<file path="config.mk">
export PLATFORM = sky130hd
export DESIGN_NAME = hazard_scoreboard_flat
export DESIGN_NICKNAME = d
export VERILOG_FILES = /design/src/rtl/hazard_scoreboard_if.sv /design/src/rtl/hazard_scoreboard.sv /design/src/flat_wrapper.sv
export SDC_FILE = /design/constraint.sdc
export NUM_CORES = 1
export LEC_CHECK = 0
export CAP_MARGIN = 20
export CELL_PAD_IN_SITES_DETAIL_PLACEMENT = 0
export CELL_PAD_IN_SITES_GLOBAL_PLACEMENT = 1
export CORE_AREA = 5 5 77 86
export CTS_CLUSTER_SIZE = 30
export DETAILED_ROUTE_END_ITERATION = 8
export DIE_AREA = 0 0 82 91
export GPL_TIMING_DRIVEN = 1
export PLACE_DENSITY_LB_ADDON = 0.1
export SLEW_MARGIN = 20
export SYNTH_ARGS = -nofsm -noshare
export SYNTH_HDL_FRONTEND = slang
export SYNTH_SLANG_ARGS = --single-unit
export TNS_END_PERCENT = 20
</file>
<file path="constraint.sdc">
create_clock -name i_clk -period 2.9 [get_ports i_clk]
set_input_delay 0.435 -clock i_clk [delete_from_list [all_inputs] [get_ports i_clk]]
set_output_delay 0.435 -clock i_clk [all_outputs]
set_load 0.01 [all_outputs]
</file>
<file path="src/rtl/hazard_scoreboard_if.sv">
// Decode-side handshake between the ID stage and the hazard scoreboard.
// master = pipeline/decode side, slave = scoreboard.
interface hazard_scoreboard_if #(
  parameter int REGW  = 5,
  parameter int CNT_W = 16
);
  logic [REGW-1:0]  rs_decode;
  logic [REGW-1:0]  rt_decode;
  logic             use_rs_decode;
  logic             use_rt_decode;
  logic             branch_decode;
  logic [REGW-1:0]  writereg_decode;
  logic             regwrite_decode;
  logic             memtoreg_decode;
  logic             mem_busy;
  logic             stall_fetch;
  logic             stall_decode;
  logic             flush_execute;
  logic             stall_compare;
  logic             forwardA_decode;
  logic             forwardB_decode;
  logic [1:0]       forwardA_execute;
  logic [1:0]       forwardB_execute;
  logic [CNT_W-1:0] stall_count;

  modport master (
    output rs_decode, rt_decode, use_rs_decode, use_rt_decode, branch_decode,
           writereg_decode, regwrite_decode, memtoreg_decode, mem_busy,
    input  stall_fetch, stall_decode, flush_execute, stall_compare,
           forwardA_decode, forwardB_decode, forwardA_execute, forwardB_execute,
           stall_count
  );

  modport slave (
    input  rs_decode, rt_decode, use_rs_decode, use_rt_decode, branch_decode,
           writereg_decode, regwrite_decode, memtoreg_decode, mem_busy,
    output stall_fetch, stall_decode, flush_execute, stall_compare,
           forwardA_decode, forwardB_decode, forwardA_execute, forwardB_execute,
           stall_count
  );
endinterface

</file>
<file path="src/rtl/hazard_scoreboard.sv">
// Hazard/forwarding controller with an EX/MEM/WB shadow pipeline of destination registers.
// Optional macro STALL_COUNTER_EN adds a saturating hazard-stall counter.
module hazard_scoreboard #(
  parameter int REGW  = 5,
  parameter int CNT_W = 16
) (
  input  logic                i_clk,
  input  logic                i_rst_n,
  hazard_scoreboard_if.slave  bus
);

  typedef struct packed {
    logic            valid;
    logic [REGW-1:0] dst;
    logic            regwrite;
    logic            memtoreg;
    logic [REGW-1:0] rs;
    logic [REGW-1:0] rt;
  } slot_t;

  slot_t r_ex, r_mem, r_wb;
  slot_t w_id_slot;

  function automatic logic f_match(input slot_t s, input logic [REGW-1:0] r);
    return s.valid & s.regwrite & (s.dst == r) & (r != '0);
  endfunction

  logic [REGW-1:0] w_src    [2];
  logic [REGW-1:0] w_ex_src [2];
  logic [1:0]      w_use;
  logic [1:0]      w_ex_hit;
  logic [1:0]      w_mem_hit;
  logic [1:0]      w_fwd_dec;
  logic [1:0]      w_fwd_ex [2];
  logic            w_load_use;
  logic            w_br_haz;
  logic            w_haz;

  assign w_src[0]    = bus.rs_decode;
  assign w_src[1]    = bus.rt_decode;
  assign w_ex_src[0] = r_ex.rs;
  assign w_ex_src[1] = r_ex.rt;
  assign w_use       = {bus.use_rt_decode, bus.use_rs_decode};

  // Index 0 is operand A (rs), index 1 is operand B (rt).
  genvar gi;
  generate
    for (gi = 0; gi < 2; gi++) begin : g_operand
      assign w_ex_hit[gi]  = w_use[gi] & f_match(r_ex, w_src[gi]);
      assign w_mem_hit[gi] = w_use[gi] & f_match(r_mem, w_src[gi]);
      assign w_fwd_dec[gi] = bus.branch_decode & w_mem_hit[gi] & ~r_mem.memtoreg;
      assign w_fwd_ex[gi]  = (f_match(r_mem, w_ex_src[gi]) & ~r_mem.memtoreg) ? 2'b10 :
                             f_match(r_wb, w_ex_src[gi])                      ? 2'b01 :
                                                                                2'b00;
    end
  endgenerate

  assign w_load_use = r_ex.memtoreg & (|w_ex_hit);
  // Branches compare in ID, so they also wait on an ALU result still in EX and a load in MEM.
  assign w_br_haz   = bus.branch_decode & ((|w_ex_hit) | (r_mem.memtoreg & (|w_mem_hit)));
  assign w_haz      = w_load_use | w_br_haz;

  assign bus.stall_fetch      = w_haz | bus.mem_busy;
  assign bus.stall_decode     = w_haz | bus.mem_busy;
  assign bus.flush_execute    = w_haz & ~bus.mem_busy;
  assign bus.stall_compare    = w_br_haz;
  assign bus.forwardA_decode  = w_fwd_dec[0];
  assign bus.forwardB_decode  = w_fwd_dec[1];
  assign bus.forwardA_execute = w_fwd_ex[0];
  assign bus.forwardB_execute = w_fwd_ex[1];

  assign w_id_slot = '{
    valid:    1'b1,
    dst:      bus.writereg_decode,
    regwrite: bus.regwrite_decode,
    memtoreg: bus.memtoreg_decode,
    rs:       bus.rs_decode,
    rt:       bus.rt_decode
  };

  // Bubbles are fully zeroed so a bubble in EX never selects a forward path.
  always_ff @(posedge i_clk or negedge i_rst_n) begin
    if (!i_rst_n) begin
      r_ex  <= '0;
      r_mem <= '0;
      r_wb  <= '0;
    end else if (!bus.mem_busy) begin
      r_wb  <= r_mem;
      r_mem <= r_ex;
      r_ex  <= w_haz ? '0 : w_id_slot;
    end
  end

`ifdef STALL_COUNTER_EN
  logic [CNT_W-1:0] r_stall_count;

  always_ff @(posedge i_clk or negedge i_rst_n) begin
    if (!i_rst_n) begin
      r_stall_count <= '0;
    end else if (w_haz && !bus.mem_busy && (r_stall_count != {CNT_W{1'b1}})) begin
      r_stall_count <= r_stall_count + {{(CNT_W-1){1'b0}}, 1'b1};
    end
  end

  assign bus.stall_count = r_stall_count;
`else
  assign bus.stall_count = {CNT_W{1'b0}};
`endif

  // Operand fields travel with every slot but only EX's are consumed.
  logic w_unused;
  assign w_unused = ^{r_mem.rs, r_mem.rt, r_wb.rs, r_wb.rt, r_wb.memtoreg};

endmodule

</file>
<file path="src/flat_wrapper.sv">
// flat-port wrapper written by rule: the top's interface ports become plain ports
module hazard_scoreboard_flat 
#(
  parameter int REGW  = 5,
  parameter int CNT_W = 16
)
  (i_clk, i_rst_n, bus_rs_decode, bus_rt_decode, bus_use_rs_decode, bus_use_rt_decode, bus_branch_decode, bus_writereg_decode, bus_regwrite_decode, bus_memtoreg_decode, bus_mem_busy, bus_stall_fetch, bus_stall_decode, bus_flush_execute, bus_stall_compare, bus_forwardA_decode, bus_forwardB_decode, bus_forwardA_execute, bus_forwardB_execute, bus_stall_count);
  hazard_scoreboard_if #(.REGW(REGW), .CNT_W(CNT_W)) bus_i ();
  input  logic i_clk;
  input  logic i_rst_n;
  input wire logic [$bits(bus_i.rs_decode)-1:0] bus_rs_decode;
  input wire logic [$bits(bus_i.rt_decode)-1:0] bus_rt_decode;
  input wire logic [$bits(bus_i.use_rs_decode)-1:0] bus_use_rs_decode;
  input wire logic [$bits(bus_i.use_rt_decode)-1:0] bus_use_rt_decode;
  input wire logic [$bits(bus_i.branch_decode)-1:0] bus_branch_decode;
  input wire logic [$bits(bus_i.writereg_decode)-1:0] bus_writereg_decode;
  input wire logic [$bits(bus_i.regwrite_decode)-1:0] bus_regwrite_decode;
  input wire logic [$bits(bus_i.memtoreg_decode)-1:0] bus_memtoreg_decode;
  input wire logic [$bits(bus_i.mem_busy)-1:0] bus_mem_busy;
  output wire logic [$bits(bus_i.stall_fetch)-1:0] bus_stall_fetch;
  output wire logic [$bits(bus_i.stall_decode)-1:0] bus_stall_decode;
  output wire logic [$bits(bus_i.flush_execute)-1:0] bus_flush_execute;
  output wire logic [$bits(bus_i.stall_compare)-1:0] bus_stall_compare;
  output wire logic [$bits(bus_i.forwardA_decode)-1:0] bus_forwardA_decode;
  output wire logic [$bits(bus_i.forwardB_decode)-1:0] bus_forwardB_decode;
  output wire logic [$bits(bus_i.forwardA_execute)-1:0] bus_forwardA_execute;
  output wire logic [$bits(bus_i.forwardB_execute)-1:0] bus_forwardB_execute;
  output wire logic [$bits(bus_i.stall_count)-1:0] bus_stall_count;
  assign bus_i.rs_decode = bus_rs_decode;
  assign bus_i.rt_decode = bus_rt_decode;
  assign bus_i.use_rs_decode = bus_use_rs_decode;
  assign bus_i.use_rt_decode = bus_use_rt_decode;
  assign bus_i.branch_decode = bus_branch_decode;
  assign bus_i.writereg_decode = bus_writereg_decode;
  assign bus_i.regwrite_decode = bus_regwrite_decode;
  assign bus_i.memtoreg_decode = bus_memtoreg_decode;
  assign bus_i.mem_busy = bus_mem_busy;
  assign bus_stall_fetch = bus_i.stall_fetch;
  assign bus_stall_decode = bus_i.stall_decode;
  assign bus_flush_execute = bus_i.flush_execute;
  assign bus_stall_compare = bus_i.stall_compare;
  assign bus_forwardA_decode = bus_i.forwardA_decode;
  assign bus_forwardB_decode = bus_i.forwardB_decode;
  assign bus_forwardA_execute = bus_i.forwardA_execute;
  assign bus_forwardB_execute = bus_i.forwardB_execute;
  assign bus_stall_count = bus_i.stall_count;
  hazard_scoreboard #(.REGW(REGW), .CNT_W(CNT_W)) u_core (.i_clk(i_clk), .i_rst_n(i_rst_n), .bus(bus_i));
endmodule
</file>
After elaboration in Yosys (flattened, before gate mapping):

Cells that the tools add are included.

* flip-flop bits (word level): 33

* muxes and demuxes: 5
* bitwise operators: 38
* eq/ne operators: 8
* reductions and logical operators: 6

Operators with widths (count)
* $eq 5x5->1: 8
* $and 1x1->1: 33
* $reduce_bool 5->1: 4
* $mux 18: 1
* $mux 2: 2
* $reduce_or 2->1: 2
* $or 1x1->1: 3
* $mux 1: 2
* $not 1->1: 2

Longest topological paths before layout:

Gate-level depths: netlist (run 1).

* word-level depth: 10
* gate-level depth with buffers: 9
* depth with buffers taken out: 7

Worst setup path after synthesis (run 1):

Ideal clock, no wire load.

* kind: input -> output
* start: input port bus_rs_decode[1]
* end: output port bus_stall_fetch
* data required time: 2.465 ns
* stages on the path: 8
* setup slack: 0.544 ns
* arrival: 1.921 ns
* path through: or4_1 o21ai_1 or4_1 a211o_1 buf_6 nand2b_1 nand2b_1 buf_4

* cells in the longest elaborated chain, start to end: 10
* elaborated cells between the ends (all ways): 17
* those cells by class: eq/ne: 2; bitwise: 12; reduce/logical: 3

Ends and longest elaborated chain
* start: declaration: RTL line flat_wrapper.sv:11 `input wire logic [$bits(bus_i.rs_decode)-1:0] bus_rs_decode;`
* $eq 5x5->1: RTL line hazard_scoreboard.sv:25 `return s.valid & s.regwrite & (s.dst == r) & (r != '0);`
* $and 1x1->1 (2 in series): RTL line hazard_scoreboard.sv:25
* $and 1x1->1: RTL line hazard_scoreboard.sv:50 `assign w_mem_hit[gi] = w_use[gi] & f_match(r_mem, w_src[gi]);`
* $reduce_or 2->1: RTL line hazard_scoreboard.sv:60 `assign w_br_haz = bus.branch_decode & ((|w_ex_hit) | (r_mem.memtoreg & (|w_mem_hit)));`
* $and 1x1->1: RTL line hazard_scoreboard.sv:60
* $or 1x1->1: RTL line hazard_scoreboard.sv:60
* $and 1x1->1: RTL line hazard_scoreboard.sv:60
* $or 1x1->1 (*): RTL line hazard_scoreboard.sv:61 `assign w_haz = w_load_use | w_br_haz;`
* $or 1x1->1 (*)
* end: declaration: RTL line flat_wrapper.sv:20 `output wire logic [$bits(bus_i.stall_fetch)-1:0] bus_stall_fetch;`

Mark *: on every way between the ends. The rest lies on a longest branch, timed or not.

Final worst setup path (run 1):

* start: input port bus_rt_decode[0]
* end: output port bus_stall_decode

* cells in the longest elaborated chain, start to end: 10
* elaborated cells between the ends (all ways): 17
* those cells by class: eq/ne: 2; bitwise: 12; reduce/logical: 3

Ends and longest elaborated chain
* start: declaration: RTL line flat_wrapper.sv:12 `input wire logic [$bits(bus_i.rt_decode)-1:0] bus_rt_decode;`
* $eq 5x5->1: RTL line hazard_scoreboard.sv:25
* $and 1x1->1 (2 in series): RTL line hazard_scoreboard.sv:25
* $and 1x1->1: RTL line hazard_scoreboard.sv:50
* $reduce_or 2->1: RTL line hazard_scoreboard.sv:60
* $and 1x1->1: RTL line hazard_scoreboard.sv:60
* $or 1x1->1: RTL line hazard_scoreboard.sv:60
* $and 1x1->1: RTL line hazard_scoreboard.sv:60
* $or 1x1->1 (*): RTL line hazard_scoreboard.sv:61
* $or 1x1->1 (*): RTL line hazard_scoreboard.sv:64 `assign bus.stall_decode = w_haz | bus.mem_busy;`
* end: declaration: RTL line flat_wrapper.sv:21 `output wire logic [$bits(bus_i.stall_decode)-1:0] bus_stall_decode;`

Marked as above.

==> reports/qor.txt, run 1 <==
gr usage total = 14.23%
Fin. Hold Viols = 0
FF+latch area = 829.5 sq um
number of global-route vias before repair = 1618
Syn Area/Cell = 9.652 sq um
Util after Layout = 47.37%
gr ovfl total = 0
Pins Over Slew Limit = 0
hold endpoint = u_core.r_ex[16]
Finish-stage setup viols = 0
vias after detailed routing = 1593
dominant cells by area after synthesis = dfrtp_1 39%, xnor2_1 14%, mux2_2 7.5%
Routed Antenna Nets = 0
# hold bufs at CTS = 0
Worst R2R Path Depth = 9
die footprint = 0.007462 sq mm
Multi-input gate area = 0.001152 sq mm
cell taking the most area after synthesis = dfrtp_1
number of synthesized flops with an enable pin = 0
kind of critical path = primary input to output pin
R2R Path Start = u_core.r_ex[15]
worst setup slack after layout = 0.04635 ns
static leakage = 1.170 nW
Pint = 859.1 uW
Cell Pwr Density = 458.9 mW/mm^2
Synth Instances = 217
Comb pwr share = 24.1%
Die Wd = 82 um
Residual DRC = 0
Layout area overhead = 28.02%
Cell Rows = 29
synth warn = 0
later-pin clock latency in the skew report = 0.28 ns
drt pass-1 iters = 4
Period minus WS final = 2.854 ns
arrival time worst endpoint = 2.42 ns
Ant. Diodes = 0
Seq cells post-synth = 33
Net Sw Frac = 30.18%
CTS tree = built
clock sink count = 33
status = finished, final reports clean
I/O Pins = 49
clock skew = 0.004234 ns
cell at the root of the clock tree = clkbuf_8
HPWL Detailed = 3698 um
Core Box Area = 0.005660 sq mm
NetSw = 371.4 uW
CP Max Fanout = 3
initial antenna violation count = 0
IO Port Bufs = 32
worst min-delay path class = primary input to flop
Fillers = 575
Setup crit end kind = output pin
WL final = 4958 um
H-Tree Depth = 2
largest net degree at the start of global routing = 46
total power = 1.231 mW
sequential area share after synthesis = 39.43%
DR WL/cell = 14.37 um
Max Clock Freq = 0.3504 GHz
Hold Crit Start = bus_mem_busy
CTS Buf Count = 5
Die H = 91 um
final period utilization = 98.40%
VDD IR max = 0.0002210 V
r2r setup slk = 0.57 ns
GPL Wtd Cong = 0.7838
top cell type's share of synthesized area = 39.43%
asr flop ratio synth = 100.0%
CP required = 2.47 ns
Mapped Area = 0.002095 sq mm
Setup TNS Final = 0 ns
Initial DRC Count = 50
layout cells sized above 1 = 25.75%
first-pass GRT wire length = 8100 um
Setup crit start kind = primary input
Clk network pwr share = 27.3%
maximum root-to-sink buffer count = 2
Reg-to-Reg End = u_core.r_ex[6]
Starting Density = 37.00%
nets = 290
Top FF cell, synth = dfrtp_1
vias per cell = 4.617
Worst-path clk slew = 0.07 ns
sequential power share = 48.5%
hold path depth = 3
Max-cap violations = 0
library cells used by synthesis = 27
Setup WS pre-CTS = -0.4747 ns
## state kept, by name, summed over array words and instances (netlist names)
register and count:
u_core.r_wb 7, u_core.r_mem 8, u_core.r_ex 18
## cell type report
type / count / area share [%]
clock buffer: 6 / 2.706
clock inverter: 2 / 0.3733
inverter: 2 / 0.2800
multi-input combinational: 166 / 42.98
sequential: 33 / 30.94
tap: 77 / 3.593
timing repair buffer: 59 / 19.13
## cells by family (layout without fill, tap and decap cells)
family | after synthesis | count (layout) | synth area share, %
other cells | 1 | 16 | 0.1790
buf+inv | 33 | 69 | 10.04
simple gates | 70 | 70 | 19.24
mux | 14 | 14 | 7.527
compound gates | 26 | 26 | 6.870
xor+xnor | 40 | 40 | 16.73
flops | 33 | 33 | 39.43
## routing by layer
layer	track usage [%]	part of all wire [%]
met4	5.540	1.8
met2	22.44	50
met5	0	0
met1	18.75	44
met3	3.168	4.2
## worst max-delay path: stages
cell             delay [ns]
clkdlybuf4s50_1        0.54
o21ai_1                0.12
or4_4                  0.55
a211o_1                0.29
buf_4                  0.14
nand2b_1               0.08
nand2b_1               0.12
buf_2                  0.14
## per-stage QoR
stage | cell area, sq um | instances | hold WS [ns]
2_1_floorplan | 2151 | 232 | 0.1394
3_3_place_gp | 2540 | 334 | 0.4721
3_5_place_dp | 2540 | 334 | 0.4905
4_1_cts | 2646 | 344 | 0.4631
5_1_grt | 2681 | 345 | 0.4807
6_report | 2681 | 345 | 0.4720
## power groups by stage
stage          Clock, mW  Combinational, mW  Sequential, mW
3_3_place_gp           0              0.295           0.605
3_5_place_dp           0              0.298           0.607
2_1_floorplan          0              0.232           0.566
4_1_cts            0.351              0.298           0.598
6_report           0.336              0.297           0.597
5_1_grt            0.372              0.332           0.609
## cell usage in the layout (no fill, tap or decap), types with 7 or more instances in the layout
cell type / instances
mux2_2: 14
o21ai_1: 11
o21ai_0: 9
nand3b_1: 14
clkdlybuf4s50_1: 15
conb_1: 16
dlygate4sd2_1: 7
buf_4: 26
dfrtp_1: 30
nand2_1: 23
xnor2_1: 32
## worst max-delay path by stage
stage                     startpoint                to  slack (ns)  cells past startpoint
floorplan           bus_rs_decode[1]   bus_stall_fetch        0.54                      8
global placement    bus_rs_decode[1]   bus_stall_fetch       -0.42                      8
detailed placement  bus_rs_decode[1]   bus_stall_fetch       -0.47                      8
CTS                 bus_rs_decode[3]   bus_stall_fetch       -0.15                     10
global route         u_core.r_ex[16]  bus_stall_decode       -0.01                      8
finish              bus_rt_decode[0]  bus_stall_decode        0.05                      8
## Yosys cell counts, drive strengths merged (2+ instances only)
cell type,instances
o21ai,22
nor4,2
mux2,14
nand2b,3
nand3b,17
nand3,4
dfrtp,33
xnor2,34
buf,20
nor3,2
nand2,23
clkbuf,11
nor2,5
a21oi,2
xor2,6
nand4,6
inv,2
or4,8
## what timing repair did
| action | in CTS | in global routing |
|---|---|---|
| pin swaps | 1 | 2 |
| setup buffers | 2 | 1 |
| endpoints found under the setup margin | 6 | 6 |
| resized for setup | 19 | 17 |
Power figures use the tool's default switching activity.
==> run 2: changes to the inputs <==
--- a/config.mk
+++ b/config.mk
@@ -8,10 +8,10 @@
 export CAP_MARGIN = 20
 export CELL_PAD_IN_SITES_DETAIL_PLACEMENT = 0
 export CELL_PAD_IN_SITES_GLOBAL_PLACEMENT = 1
-export CORE_AREA = 5 5 77 86
+export CORE_AREA = 5 5 81 83
 export CTS_CLUSTER_SIZE = 30
 export DETAILED_ROUTE_END_ITERATION = 8
-export DIE_AREA = 0 0 82 91
+export DIE_AREA = 0 0 86 88
 export GPL_TIMING_DRIVEN = 1
 export PLACE_DENSITY_LB_ADDON = 0.1
 export SLEW_MARGIN = 20
==> run 2 against run 1 <==
Net effect: sequential cell count did not move; worst hold slack improved by 0.018 ns; critical path depth rose by 1; fmax fell by 0.43%; routed wire length barely moved; clock skew rose by 0.0043 ns; setup slack got worse by 0.012 ns; highest routed layer unchanged; clock-buffer cell count fell by 1; final cell count fell by 1.2%.
==> reports/qor.txt, run 2 (same netlist as run 1, synthesis figures left out) <==
status = finished, final reports clean
vias after detailed routing = 1614
WL final = 4959 um
biggest regs = u_core.r_ex: 18 flops, u_core.r_mem: 8 flops, u_core.r_wb: 7 flops
layout cells sized above 1 = 25.19%
H-Tree Depth = 2
Reg with most FFs = u_core.r_ex
Residual DRC = 0
final period utilization = 98.82%
Max-cap violations = 0
VDD IR max = 0.0002197 V
static leakage = 1.116 nW
flip-flop count of the largest register after layout = 18
CP required = 2.47 ns
fin area = 0.002666 sq mm
maximum root-to-sink buffer count = 2
cell at the root of the clock tree = clkbuf_8
kind of critical path = primary input to output pin
DR WL/cell = 14.54 um
CP Max Fanout = 3
Die Wd = 86 um
Fin. Hold Viols = 0
later-pin clock latency in the skew report = 0.29 ns
Period minus WS final = 2.866 ns
worst setup slack after layout = 0.03415 ns
Cell Rows = 28
dpl cells = 331
unrepaired setup endpoints after global routing = yes
IO Port Bufs = 32
dpl cell area = 0.002530 sq mm
Fillers = 616
gr ovfl total = 0
initial antenna violation count = 0
die footprint = 0.007568 sq mm
GPL Wtd Cong = 0.7819
# hold bufs at CTS = 0
gr usage total = 13.85%
Max Clock Freq = 0.3489 GHz
Finish-stage setup viols = 0
Setup WS pre-CTS = -0.4338 ns
Setup crit start kind = primary input
arrival time worst endpoint = 2.43 ns
clock skew = 0.008534 ns
Ant. Diodes = 0
I/O Pins = 49
CTS Buf Count = 5
HPWL Detailed = 3722 um
nets = 288
drt pass-1 iters = 4
largest net degree at the start of global routing = 46
Starting Density = 36.23%
Hold Slack = 0.4902 ns
first-pass GRT wire length = 8059 um
number of global-route vias before repair = 1635
CTS tree = built
worst min-delay path class = primary input to flop
Layout area overhead = 27.30%
non-filler instance count after layout = 341
Setup crit end kind = output pin
Worst-path clk slew = 0.06 ns
Pins Over Slew Limit = 0
Cell Pwr Density = 463.3 mW/mm^2
Initial DRC Count = 53
Die H = 88 um
Routed Antenna Nets = 0
Core Box Area = 0.005781 sq mm
clock sink count = 33
vias per cell = 4.733
most frequent cells in the layout = 33 x xnor2_1, 33 x dfrtp_1, 24 x buf_4
run 2: cell count changes in the layout (fill, tap and decap cells not counted), sizes merged:
cell,delta
dlymetal6s2s,-5
clkbuf,-1
buf,-2
clkdlybuf4s50,+2
clkinvlp,+1
dlygate4sd2,+3
run 2: final timing paths:
path                                       start               end  slack [ns]  cells past startpoint
max in group asynchronous                i_rst_n  u_core.r_mem[10]        2.04                      2
worst max register to register  u_core.r_mem[13]    u_core.r_ex[5]        0.73                      8
worst max-delay path            bus_rs_decode[0]  bus_stall_decode        0.03                      9
min in group asynchronous                i_rst_n  u_core.r_mem[15]        0.55                      2
worst min-delay path                bus_mem_busy   u_core.r_ex[10]        0.49                      3
worst min register to register   u_core.r_ex[10]   u_core.r_ex[10]        0.49                      2
run 2: stage by stage:
stage	TNS (ns)	utilization (%)	power, mW
after floorplan	0	-	0.7978
after global placement	-1.748	43.77	0.9002
after detailed placement	-1.844	43.77	0.9038
after CTS	-0.09185	45.28	1.248
after global routing	-0.07229	46.13	1.308
final	0	46.13	1.235
run 2: per-layer routing:
metal	global-route usage (%)	part of all wire (%)	up-vias
li1	-	-	805
met1	17.24	45	767
met2	23.69	49	37
met3	2.822	4.4	5
met4	5.180	1.3	0
met5	0	0	-
run 2: cell type report:
class / instances / area, sq um / area share (%)
multi-input cells: 166 / 1171 / 43.92
flip-flops and latches: 33 / 825.8 / 30.97
repair buffers: 57 / 481.7 / 18.07
well taps: 75 / 93.84 / 3.519
inverters: 2 / 7.507 / 0.2816
clock inverters: 3 / 17.52 / 0.6570
clock buffers: 5 / 68.82 / 2.581
run 2: where the power goes:
part	total, mW	internal [mW]	switching, mW
combinational	0.299	0.175	0.124
clock	0.342	0.166	0.176
sequential	0.594	0.516	0.0780
total	1.24	0.857	0.379
run 2: timing repair:
item | in CTS | in global routing
endpoints found under the setup margin | 6 | 4
setup buffers | 1 | 1
resized for setup | 21 | 13
pin swaps | 2 | 4
run 2: critical path: stages:
cell and delay, ns:
clkdlybuf4s50_1 0.49, or4_4 0.14, o21ai_2 0.05, or4_4 0.55, a211o_1 0.32, buf_4 0.15
nand2b_4 0.06, nand2b_4 0.11, buf_2 0.12
==> run 3: changes to the inputs <==
--- a/config.mk
+++ b/config.mk
@@ -9,7 +9,6 @@
 export CELL_PAD_IN_SITES_DETAIL_PLACEMENT = 0
 export CELL_PAD_IN_SITES_GLOBAL_PLACEMENT = 1
 export CORE_AREA = 5 5 81 83
-export CTS_CLUSTER_SIZE = 30
 export DETAILED_ROUTE_END_ITERATION = 8
 export DIE_AREA = 0 0 86 88
 export GPL_TIMING_DRIVEN = 1
==> results of run 3 <==
Final layout, timing and power as in run 2 (identical DEF).
